File: config.mk
export PLATFORM = sky130hd
export DESIGN_NAME = gray_to_rgb
export DESIGN_NICKNAME = d
export VERILOG_FILES = /design/src/rtl/gray_to_rgb_pkg.sv /design/src/rtl/gray_colormap.sv /design/src/rtl/gray_to_rgb.sv
export SDC_FILE = /design/constraint.sdc
export NUM_CORES = 1
export LEC_CHECK = 0
export ABC_CLOCK_PERIOD_IN_PS = 1250
export CAP_MARGIN = 0
export CELL_PAD_IN_SITES_DETAIL_PLACEMENT = 2
export CELL_PAD_IN_SITES_GLOBAL_PLACEMENT = 2
export CORE_ASPECT_RATIO = 1.25
export CORE_MARGIN = 5
export CORE_UTILIZATION = 18
export DETAILED_ROUTE_END_ITERATION = 8
export PLACE_DENSITY_LB_ADDON = 0.1
export SYNTH_ARGS = -nofsm -noshare
export SYNTH_HDL_FRONTEND = slang
export SYNTH_SLANG_ARGS = --single-unit
File: constraint.sdc
create_clock -name clk -period 1.25 [get_ports clk]
set_clock_uncertainty 0.15 [all_clocks]
set_input_delay 0.1875 -clock clk [delete_from_list [all_inputs] [get_ports clk]]
set_output_delay 0.1875 -clock clk [all_outputs]
set_load 0.005 [all_outputs]
File: src/rtl/gray_to_rgb_pkg.sv
// Shared types and constants for the gray_to_rgb pixel stage.
// The heat-map option is selected with GRAY_TO_RGB_PSEUDOCOLOR_EN.
package gray_to_rgb_pkg;

  localparam int DATA_W = 8;

  typedef struct packed {
    logic [DATA_W-1:0] r;
    logic [DATA_W-1:0] g;
    logic [DATA_W-1:0] b;
  } rgb_t;

  localparam logic [1:0] SEG_BLUE_CYAN    = 2'd0;
  localparam logic [1:0] SEG_CYAN_GREEN   = 2'd1;
  localparam logic [1:0] SEG_GREEN_YELLOW = 2'd2;
  localparam logic [1:0] SEG_YELLOW_RED   = 2'd3;

  localparam logic [DATA_W-1:0] CH_MAX = 8'hFF;

endpackage

File: src/rtl/gray_colormap.sv
// Combinational gray -> RGB mapper: gray replication by default,
// four-segment heat map when GRAY_TO_RGB_PSEUDOCOLOR_EN is defined.
module gray_colormap
  import gray_to_rgb_pkg::*;
(
  input  logic [DATA_W-1:0] gray_i,
  output rgb_t              rgb_o
);

`ifdef GRAY_TO_RGB_PSEUDOCOLOR_EN
  logic [1:0]        seg;
  logic [DATA_W-1:0] ramp;

  // The top two bits pick the segment; the low six bits form a 0..252 ramp.
  assign seg  = gray_i[7:6];
  assign ramp = {gray_i[5:0], 2'b00};

  always_comb begin
    rgb_o = '0;
    case (seg)
      SEG_BLUE_CYAN: begin
        rgb_o.r = '0;
        rgb_o.g = ramp;
        rgb_o.b = CH_MAX;
      end
      SEG_CYAN_GREEN: begin
        rgb_o.r = '0;
        rgb_o.g = CH_MAX;
        rgb_o.b = CH_MAX - ramp;
      end
      SEG_GREEN_YELLOW: begin
        rgb_o.r = ramp;
        rgb_o.g = CH_MAX;
        rgb_o.b = '0;
      end
      SEG_YELLOW_RED: begin
        rgb_o.r = CH_MAX;
        rgb_o.g = CH_MAX - ramp;
        rgb_o.b = '0;
      end
      default: rgb_o = '0;
    endcase
  end
`else
  always_comb begin
    rgb_o   = '0;
    rgb_o.r = gray_i;
    rgb_o.g = gray_i;
    rgb_o.b = gray_i;
  end
`endif

endmodule

File: src/rtl/gray_to_rgb.sv
// One-cycle registered gray-to-RGB stage with a done strobe pipeline.
// Colour map chosen at build time by GRAY_TO_RGB_PSEUDOCOLOR_EN.
module gray_to_rgb
  import gray_to_rgb_pkg::*;
(
  input  logic              clk,
  input  logic              rst,
  input  logic [DATA_W-1:0] grayscale_i,
  input  logic              done_i,
  output logic [DATA_W-1:0] red_o,
  output logic [DATA_W-1:0] green_o,
  output logic [DATA_W-1:0] blue_o,
  output logic              done_o
);

  rgb_t mapped;
  rgb_t rgb_d, rgb_q;
  logic done_d, done_q;

  gray_colormap u_colormap (
    .gray_i (grayscale_i),
    .rgb_o  (mapped)
  );

  // Colour registers only load on a valid sample; otherwise they hold.
  always_comb begin
    rgb_d  = rgb_q;
    done_d = done_i;
    if (done_i) begin
      rgb_d = mapped;
    end
  end

  always_ff @(posedge clk or negedge rst) begin
    if (!rst) begin
      rgb_q  <= '0;
      done_q <= 1'b0;
    end else begin
      rgb_q  <= rgb_d;
      done_q <= done_d;
    end
  end

  assign red_o   = rgb_q.r;
  assign green_o = rgb_q.g;
  assign blue_o  = rgb_q.b;
  assign done_o  = done_q;

endmodule

==> flow_metrics.py, run 1 <==
metrics = {
    "cells_and_area": {
        "antenna_cells": 0,
        "final_nets": 84,
        "areaGrowthSynthToFinish_pct": 78.2,
        "stdcell_count": 105,
        "fillers": 262,
        "drive_gt1_share_pct": 68.1,
    },
    "setup_path": {
        "cp_cell_sequence": "buf_4 > buf_2",
        "startpoint": "red_o[2]$_DFFE_PN0P_",
        "rr_startpoint": "red_o[5]$_DFFE_PN0P_",
        "max_stage_delay_ns": 0.40,
        "endpoint_kind": "output pin",
        "cp_slowest_cell": "dfrtp_1",
        "worst-endpoint-arrival_ns": 0.92,
        "required_ns": 0.91,
        "worstPathMaxFanout": 2,
        "r2r_cells": 3,
        "startpoint_type": "flip-flop",
        "crit_type": "flip-flop to output pin",
    },
    "synthesis": {
        "ys_top_cells_by_area": "dfrtp_1, buf_4, mux2_4",
        "ys_warn_count": 0,
        "synth_top_area_share_pct": 47.2,
        "netlist_instances": 34,
        "synth_cell_types": 4,
        "netlist_area_um2": 477,
        "synth_top_cell_by_area": "dfrtp_1",
        "ys_seq_area_share_pct": 47.2,
        "avgSynthCellArea_um2": 14.0,
        "synth_nets": 45,
        "ys_ff_latch": 9,
    },
    "power": {
        "p_int_w": 0.000662,
        "finalPower_w": 0.000891,
        "power_density_nw_per_um2": 1050,
        "total_leakage_power_nw": 0.431,
        "pwr-share-comb_pct": 35.5,
        "clockPowerShare_pct": 25.8,
        "sw_frac_of_total_pct": 25.7,
        "ir_drop_mv": 0.353,
        "p_sw_w": 0.000229,
        "seqPwrFrac_pct": 38.6,
    },
    "sta": {
        "fmax_ghz": 0.796,
        "post-route-min-period_ns": 1.26,
        "setup_viol_count_final": 1,
        "rsz0062_at_grt": "yes",
        "fin_ws_ns": -0.00691,
        "worst_pin_slew_ns": 0.430,
        "min_period_over_period_pct": 101,
        "hold_viol": 0,
        "slew_headroom_pct": 71.2,
        "drv_slew": 0,
    },
    "run": {
        "drv_cap": 0,
    },
    "grt": {
        "antenna_found_initial": 0,
        "grt_max_degree": 10,
        "grt_pass1_wl_mm": 2.48,
        "grt_pass1_vias": 486,
        "grt_usage_pct": 8.79,
        "overflow": 0,
    },
    "route": {
        "num_vias": 389,
        "wl_per_cell_um": 14.3,
        "drc": 0,
        "drt_iter0_drc": 2,
        "wirelength_mm": 1.50,
        "ant_nets": 0,
        "viasPerCell": 3.70,
        "firstDrtPassIters": 2,
    },
    "clocking": {
        "cts_sinks": 9,
        "path_clk_slew_ns": 0.07,
        "clk_latency_ns": 0.25,
        "htree_levels": 1,
        "tritoncts": "built",
        "cts-root-buf": "clkbuf_4",
        "cts_buffers": 3,
        "clk_path_buf_depth": 2,
        "hold_buffers": 0,
    },
    "hold_path": {
        "hold_path_class": "primary input to asynchronous set/reset pin",
    },
    "place": {
        "dpl.hpwl_mm": 1.12,
        "dp_cells": 87,
        "place.gp.congestion": 0.661,
        "port_buffers": 35,
    },
    "floorplan": {
        "fp.dieW_um": 56.0,
        "fp-row-count": 20,
        "initial_core_util_pct": 19.2,
        "die_area_um2": 3780,
        "die_h_um": 67.5,
        "placeableCoreArea_um2": 2480,
        "pin_count": 36,
    },
    "status": {
        "outcome": "complete, but fails checks",
        "violations": "negative setup slack",
    },
}
## worst paths after layout
path                                             end  slack [ns]
max in group asynchronous       red_o[1]$_DFFE_PN0P_        0.57
worst max register to register  red_o[5]$_DFFE_PN0P_        0.06
worst min register to register  red_o[1]$_DFFE_PN0P_        0.49
worst min-delay path                done_o$_DFF_PN0_        0.08
worst max-delay path                      green_o[2]      -0.007
min in group clk                red_o[0]$_DFFE_PN0P_        0.40
## timing repair
action                     4_1_cts  5_1_grt
setup endpoints to repair       25       23
setup buffers                   14        0
resized for setup               78       18
## layout make-up
type / count / area [um2] / area share [%]
multi-input cells: 8 / 120 / 14.1
clock buffers: 4 / 26.3 / 3.09
repair buffers: 51 / 437 / 51.4
well taps: 33 / 41.3 / 4.86
flip-flops and latches: 9 / 225 / 26.5
## cell families after synthesis
kind of cell	Yosys count	synth area share [%]
muxes	8	25.2
DFF	9	47.2
buffers and inverters	17	27.6
## cell usage in the layout, fill, tap and decap left out, drive strengths merged
cell           netlist  layout
dfrtp                9       9
mux2                 8       8
clkdlybuf4s15        0       3
clkbuf               0      17
buf                 17      25
clkdlybuf4s50        0      10
## cell usage after synthesis
cell type / n
mux2_4: 8
dfrtp_1: 9
buf_6: 1
buf_4: 16
## flip-flops by register name (all words and copies together) (netlist names)
register  count
done_o        1
red_o         8
## worst max-delay path: cells and delay by family, from the launching register on
family | cells | cell delay, ns
DFF | 1 | 0.40
buffers and inverters | 2 | 0.26
## metrics by stage
step | TNS, ns | util (%) | setup WS, ns | area, um2 | hold slack [ns]
4_1_cts | -0.0118 | 36.1 | -0.0110 | 893 | 0.0838
3_3_place_gp | -1.08 | 30.4 | -0.137 | 752 | 0.361
3_5_place_dp | -1.35 | 30.4 | -0.181 | 752 | 0.376
5_1_grt | -0.380 | 34.3 | -0.0474 | 850 | 0.103
6_report | -0.00691 | 34.3 | -0.00691 | 850 | 0.0794
2_1_floorplan | 0 | - | 0.323 | 477 | -0.258
## power by group through the flow
stage          Combinational, W  Clock, W  Sequential, W
2_1_floorplan          0.000131         0       0.000351
3_3_place_gp           0.000269         0       0.000348
3_5_place_dp           0.000273         0       0.000354
4_1_cts                0.000330  0.000246       0.000342
5_1_grt                0.000342  0.000263       0.000351
6_report               0.000317  0.000230       0.000344
## routing by layer
metal  routed length (um)  global-route usage, %  part of all wire [%]
met1                  515                   8.42                    34
met2                  841                   16.7                    56
met3                  143                   3.06                   9.5
met4                    0                   4.45                     0
met5                    0                      0                     0
No activity file was read; power rests on OpenSTA's default activity.
==> run 2, diff against run 1 <==
--- a/config.mk
+++ b/config.mk
@@ -6,12 +6,12 @@
 export NUM_CORES = 1
 export LEC_CHECK = 0
 export ABC_CLOCK_PERIOD_IN_PS = 1250
-export CAP_MARGIN = 0
+export CAP_MARGIN = 15
 export CELL_PAD_IN_SITES_DETAIL_PLACEMENT = 2
 export CELL_PAD_IN_SITES_GLOBAL_PLACEMENT = 2
 export CORE_ASPECT_RATIO = 1.25
-export CORE_MARGIN = 5
-export CORE_UTILIZATION = 18
+export CORE_UTILIZATION = 19
+export CTS_BUF_LIST = sky130_fd_sc_hd__clkbuf_2 sky130_fd_sc_hd__clkbuf_4 sky130_fd_sc_hd__clkbuf_8
 export DETAILED_ROUTE_END_ITERATION = 8
 export PLACE_DENSITY_LB_ADDON = 0.1
 export SYNTH_ARGS = -nofsm -noshare
==> flow_metrics.py, run 2 (synthesis gave the netlist of run 1 again) <==
metrics = {
    "status": {
        "outcome": "complete, but fails checks",
        "violations": "negative setup slack",
    },
    "route": {
        "num_vias": 381,
        "ant_nets": 0,
        "drc": 0,
        "firstDrtPassIters": 2,
        "drt_iter0_drc": 3,
        "wirelength_mm": 1.48,
        "viasPerCell": 3.70,
        "wl_per_cell_um": 14.4,
    },
    "setup_path": {
        "r2r_cells": 3,
        "crit_type": "flip-flop to output pin",
        "crit_family": "flip-flops",
        "endpoint_kind": "output pin",
        "rr_startpoint": "red_o[1]$_DFFE_PN0P_",
        "path_buf_inv": 3,
        "required_ns": 0.91,
        "cp_common_cell": "buf_6",
        "worst-endpoint-arrival_ns": 1.00,
        "cp_slowest_cell": "dfrtp_1",
        "max_stage_delay_ns": 0.39,
        "crit_end": "red_o[3]",
        "startpoint": "red_o[3]$_DFFE_PN0P_",
        "path_depth": 3,
        "startpoint_type": "flip-flop",
        "r2r-end": "red_o[1]$_DFFE_PN0P_",
        "rrSetupSlack_ns": 0.08,
        "worstPathMaxFanout": 2,
        "cp_cell_sequence": "buf_6 > buf_6 > buf_6",
    },
    "clocking": {
        "path_clk_slew_ns": 0.07,
        "tritoncts": "built",
        "cts_buffers": 3,
        "clk_path_buf_depth": 2,
        "hold_buffers": 0,
        "htree_levels": 1,
        "cts_sinks": 9,
        "cts-root-buf": "clkbuf_4",
        "clk_latency_ns": 0.27,
    },
    "sta": {
        "drv_slew": 0,
        "slew_headroom_pct": 91.0,
        "setup_viol_count_final": 2,
        "fin_ws_ns": -0.0841,
        "rsz0062_at_grt": "yes",
        "min_period_over_period_pct": 107,
        "worst_pin_slew_ns": 0.135,
        "post-route-min-period_ns": 1.33,
        "fmax_ghz": 0.750,
        "hold_viol": 0,
    },
    "place": {
        "port_buffers": 35,
        "place.gp.congestion": 0.601,
        "dpl_cell_area_um2": 757,
        "place_ws_ns": -0.185,
    },
    "cells_and_area": {
        "largest_reg_flops": 8,
        "final_nets": 84,
        "drive_gt1_share_pct": 70.8,
        "areaGrowthSynthToFinish_pct": 83.5,
        "antenna_cells": 0,
        "final_common_cell": "buf_6",
        "design_area_um2": 875,
        "fillers": 252,
        "utilization_pct": 38.3,
        "mostFrequentLayoutCells": "buf_6, clkdlybuf4s50_1, dfrtp_1, mux2_4, buf_4",
    },
    "grt": {
        "grt_pass1_wl_mm": 2.33,
        "overflow": 0,
        "antenna_found_initial": 0,
        "grt_max_degree": 10,
        "grt_usage_pct": 13.1,
        "grt_pass1_vias": 465,
    },
    "power": {
        "power_density_nw_per_um2": 1080,
        "ir_drop_mv": 0.619,
        "total_leakage_power_nw": 0.442,
    },
    "floorplan": {
        "initial_core_util_pct": 20.9,
        "die_h_um": 58,
        "fp.dieW_um": 46.8,
        "fp-row-count": 19,
        "placeableCoreArea_um2": 2280,
        "pin_count": 36,
        "die_area_um2": 2710,
    },
    "run": {
        "drv_cap": 0,
    },
    "hold_path": {
        "hold_path_class": "primary input to asynchronous set/reset pin",
    },
}
## run 2: final cells by class
cell class	instances	area [um2]	share of cell area, %
sequential	9	225	25.8
timing repair buffer	51	460	52.6
multi-input combinational	8	120	13.7
tap	31	38.8	4.43
clock buffer	4	30.0	3.43
## run 2: through the flow
stage / TNS [ns] / power, W / std cells / hold slack [ns]
after floorplan: 0 / 0.000482 / 34 / -0.258
after global placement: -1.10 / 0.000614 / 86 / 0.341
after detailed placement: -1.41 / 0.000623 / 86 / 0.347
after CTS: -0.0869 / 0.000950 / 103 / 0.0532
after global routing: -0.574 / 0.00101 / 103 / 0.0577
final: -0.0876 / 0.000945 / 103 / 0.0522
## run 2: report_power, final
| part | internal [W] | switching (W) | leakage, nW |
|---|---|---|---|
| clock | 0.000145 | 0.000122 | 0.0184 |
| sequential | 0.000319 | 0.0000220 | 0.105 |
| combinational | 0.000235 | 0.000102 | 0.318 |
## run 2: how the worst min path moves through the flow
| stage | start | slack [ns] | cells past startpoint | endpoint |
|---|---|---|---|---|
| floorplan | rst | -0.26 | 0 | done_o$_DFF_PN0_ |
| global placement | rst | 0.34 | 2 | red_o[7]$_DFFE_PN0P_ |
| detailed placement | rst | 0.35 | 2 | red_o[7]$_DFFE_PN0P_ |
| CTS | rst | 0.05 | 2 | red_o[7]$_DFFE_PN0P_ |
| global route | rst | 0.06 | 2 | red_o[7]$_DFFE_PN0P_ |
| finish | rst | 0.05 | 2 | red_o[7]$_DFFE_PN0P_ |
## run 2: routing by layer
metal | part of all wire, % | track usage [%] | vias up | wire, um
met5 | 0 | 0 | - | 0
met1 | 36 | 12.8 | 183 | 535
li1 | - | - | 169 | -
met3 | 8.0 | 4.05 | 2 | 119
met2 | 55 | 23.0 | 27 | 809
met4 | 1.1 | 7.35 | 0 | 17
## run 2: what timing repair did
action                     CTS  global route
setup endpoints to repair   25            21
gates cloned                 0             0
buffers inserted            13             0
gates resized for setup     95            12
==> run 3, diff against run 2 <==
--- a/config.mk
+++ b/config.mk
@@ -17,3 +17,4 @@
 export SYNTH_ARGS = -nofsm -noshare
 export SYNTH_HDL_FRONTEND = slang
 export SYNTH_SLANG_ARGS = --single-unit
+export TNS_END_PERCENT = 1
==> flow_metrics.py, run 3 (synthesis gave the netlist of run 1 again) <==
metrics = {
    "route": {
        "viasPerCell": 3.77,
        "drc": 0,
        "drt_iter0_drc": 5,
        "top_layer": "met4",
        "ant_nets": 0,
        "wl_per_cell_um": 13.4,
        "met3WireLength_um": 107,
        "num_vias": 377,
        "wirelength_mm": 1.34,
        "wl_met2_um": 743,
        "wl_met1_um": 468,
        "firstDrtPassIters": 3,
    },
    "setup_path": {
        "worstPathMaxFanout": 3,
        "crit_type": "flip-flop to output pin",
        "rrSetupSlack_ns": 0.09,
        "required_ns": 0.91,
        "worst-endpoint-arrival_ns": 0.92,
        "startpoint_type": "flip-flop",
        "endpoint_kind": "output pin",
    },
    "place": {
        "port_buffers": 35,
        "dp_cells": 86,
        "place.gp.congestion": 0.601,
        "place_ws_ns": -0.185,
    },
    "cells_and_area": {
        "utilization_pct": 34.9,
        "stdcell_count": 100,
        "drive_gt1_share_pct": 65.2,
        "areaGrowthSynthToFinish_pct": 66.9,
        "final_common_cell": "clkbuf_2",
        "antenna_cells": 0,
        "final_nets": 81,
        "mostFrequentLayoutCells": "clkbuf_2, clkdlybuf4s50_1, dfrtp_1, buf_4, mux2_4",
        "largest_reg_flops": 8,
        "fillers": 253,
    },
    "sta": {
        "drv_slew": 0,
        "setup_viol_count_final": 2,
        "fin_ws_ns": -0.0108,
        "hold_slack_ns": 0.0508,
        "post-route-min-period_ns": 1.26,
        "hold_viol": 0,
        "worst_pin_slew_ns": 0.135,
        "slew_headroom_pct": 91.0,
        "min_period_over_period_pct": 101,
        "rsz0062_at_grt": "yes",
        "tns_ns": -0.0210,
        "fmax_ghz": 0.793,
    },
    "clocking": {
        "clk_latency_ns": 0.27,
        "cts_buffers": 3,
        "path_clk_slew_ns": 0.07,
        "cts-root-buf": "clkbuf_4",
        "hold_buffers": 0,
        "cts_sinks": 9,
        "htree_levels": 1,
        "clk_path_buf_depth": 2,
        "tritoncts": "built",
    },
    "power": {
        "ir_drop_mv": 0.595,
        "power_density_nw_per_um2": 1110,
        "total_leakage_power_nw": 0.407,
    },
    "status": {
        "violations": "negative setup slack",
        "outcome": "complete, but fails checks",
    },
    "floorplan": {
        "die_area_um2": 2710,
        "fp.dieW_um": 46.8,
        "fp-row-count": 19,
        "placeableCoreArea_um2": 2280,
        "initial_core_util_pct": 20.9,
        "die_h_um": 58,
        "pin_count": 36,
    },
    "grt": {
        "grt_pass1_wl_mm": 2.07,
        "overflow": 0,
        "grt_pass1_vias": 436,
        "antenna_found_initial": 0,
        "grt_max_degree": 10,
        "grt_usage_pct": 11.7,
    },
    "hold_path": {
        "hold_path_class": "primary input to asynchronous set/reset pin",
    },
    "run": {
        "drv_cap": 0,
    },
}
## run 3: cell types whose count changed in the layout (fill, tap and decap cells not counted), sizes merged
| cell | change |
|---|---|
| buf | -15 |
| clkbuf | +9 |
| clkdlybuf4s15 | +3 |
## run 3: worst max-delay path, stage by stage (launching register included)
cell	delay, ns
dfrtp_1	0.40
buf_4	0.14
buf_6	0.11
## run 3: power by group
group | internal [W] | total (W) | leakage, nW | switching (W)
registers | 0.000319 | 0.000340 | 0.105 | 0.0000210
logic | 0.000187 | 0.000274 | 0.284 | 0.0000878
clock network | 0.000145 | 0.000269 | 0.0184 | 0.000124
## run 3: layout make-up
| class | instances | area (um2) | area share (%) |
|---|---|---|---|
| Sequential cell | 9 | 225 | 28.3 |
| Timing Repair Buffer | 48 | 382 | 48.0 |
| Multi-Input combinational cell | 8 | 120 | 15.1 |
| Clock buffer | 4 | 30.0 | 3.77 |
| Tap cell | 31 | 38.8 | 4.87 |
## run 3: per-stage QoR
stage | power (W) | area, um2
final | 0.000883 | 796
after global routing | 0.000942 | 796
after global placement | 0.000614 | 757
after detailed placement | 0.000623 | 757
after floorplan | 0.000482 | 477
after CTS | 0.000896 | 837
## run 3: worst paths after layout
check / start / to / cells after the start
max in group asynchronous: rst / red_o[6]$_DFFE_PN0P_ / 2
min: rst / red_o[7]$_DFFE_PN0P_ / 2
min reg2reg: red_o[0]$_DFFE_PN0P_ / red_o[0]$_DFFE_PN0P_ / 1
min in group clk: grayscale_i[0] / red_o[0]$_DFFE_PN0P_ / 2
max reg2reg: red_o[4]$_DFFE_PN0P_ / red_o[4]$_DFFE_PN0P_ / 3
max: red_o[3]$_DFFE_PN0P_ / blue_o[3] / 2
## run 3: timing repair
item / 4_1_cts / 5_1_grt
buffers inserted: 10 / 0
gates resized for setup: 50 / 29
endpoints found under the setup margin: 25 / 23
## run 3: metal layers
metal  global-route usage, %  vias to the layer above
met5                       0                        -
met4                    7.35                        0
met3                    3.74                        2
met2                    21.2                       27
met1                    10.5                      185
li1                        -                      163
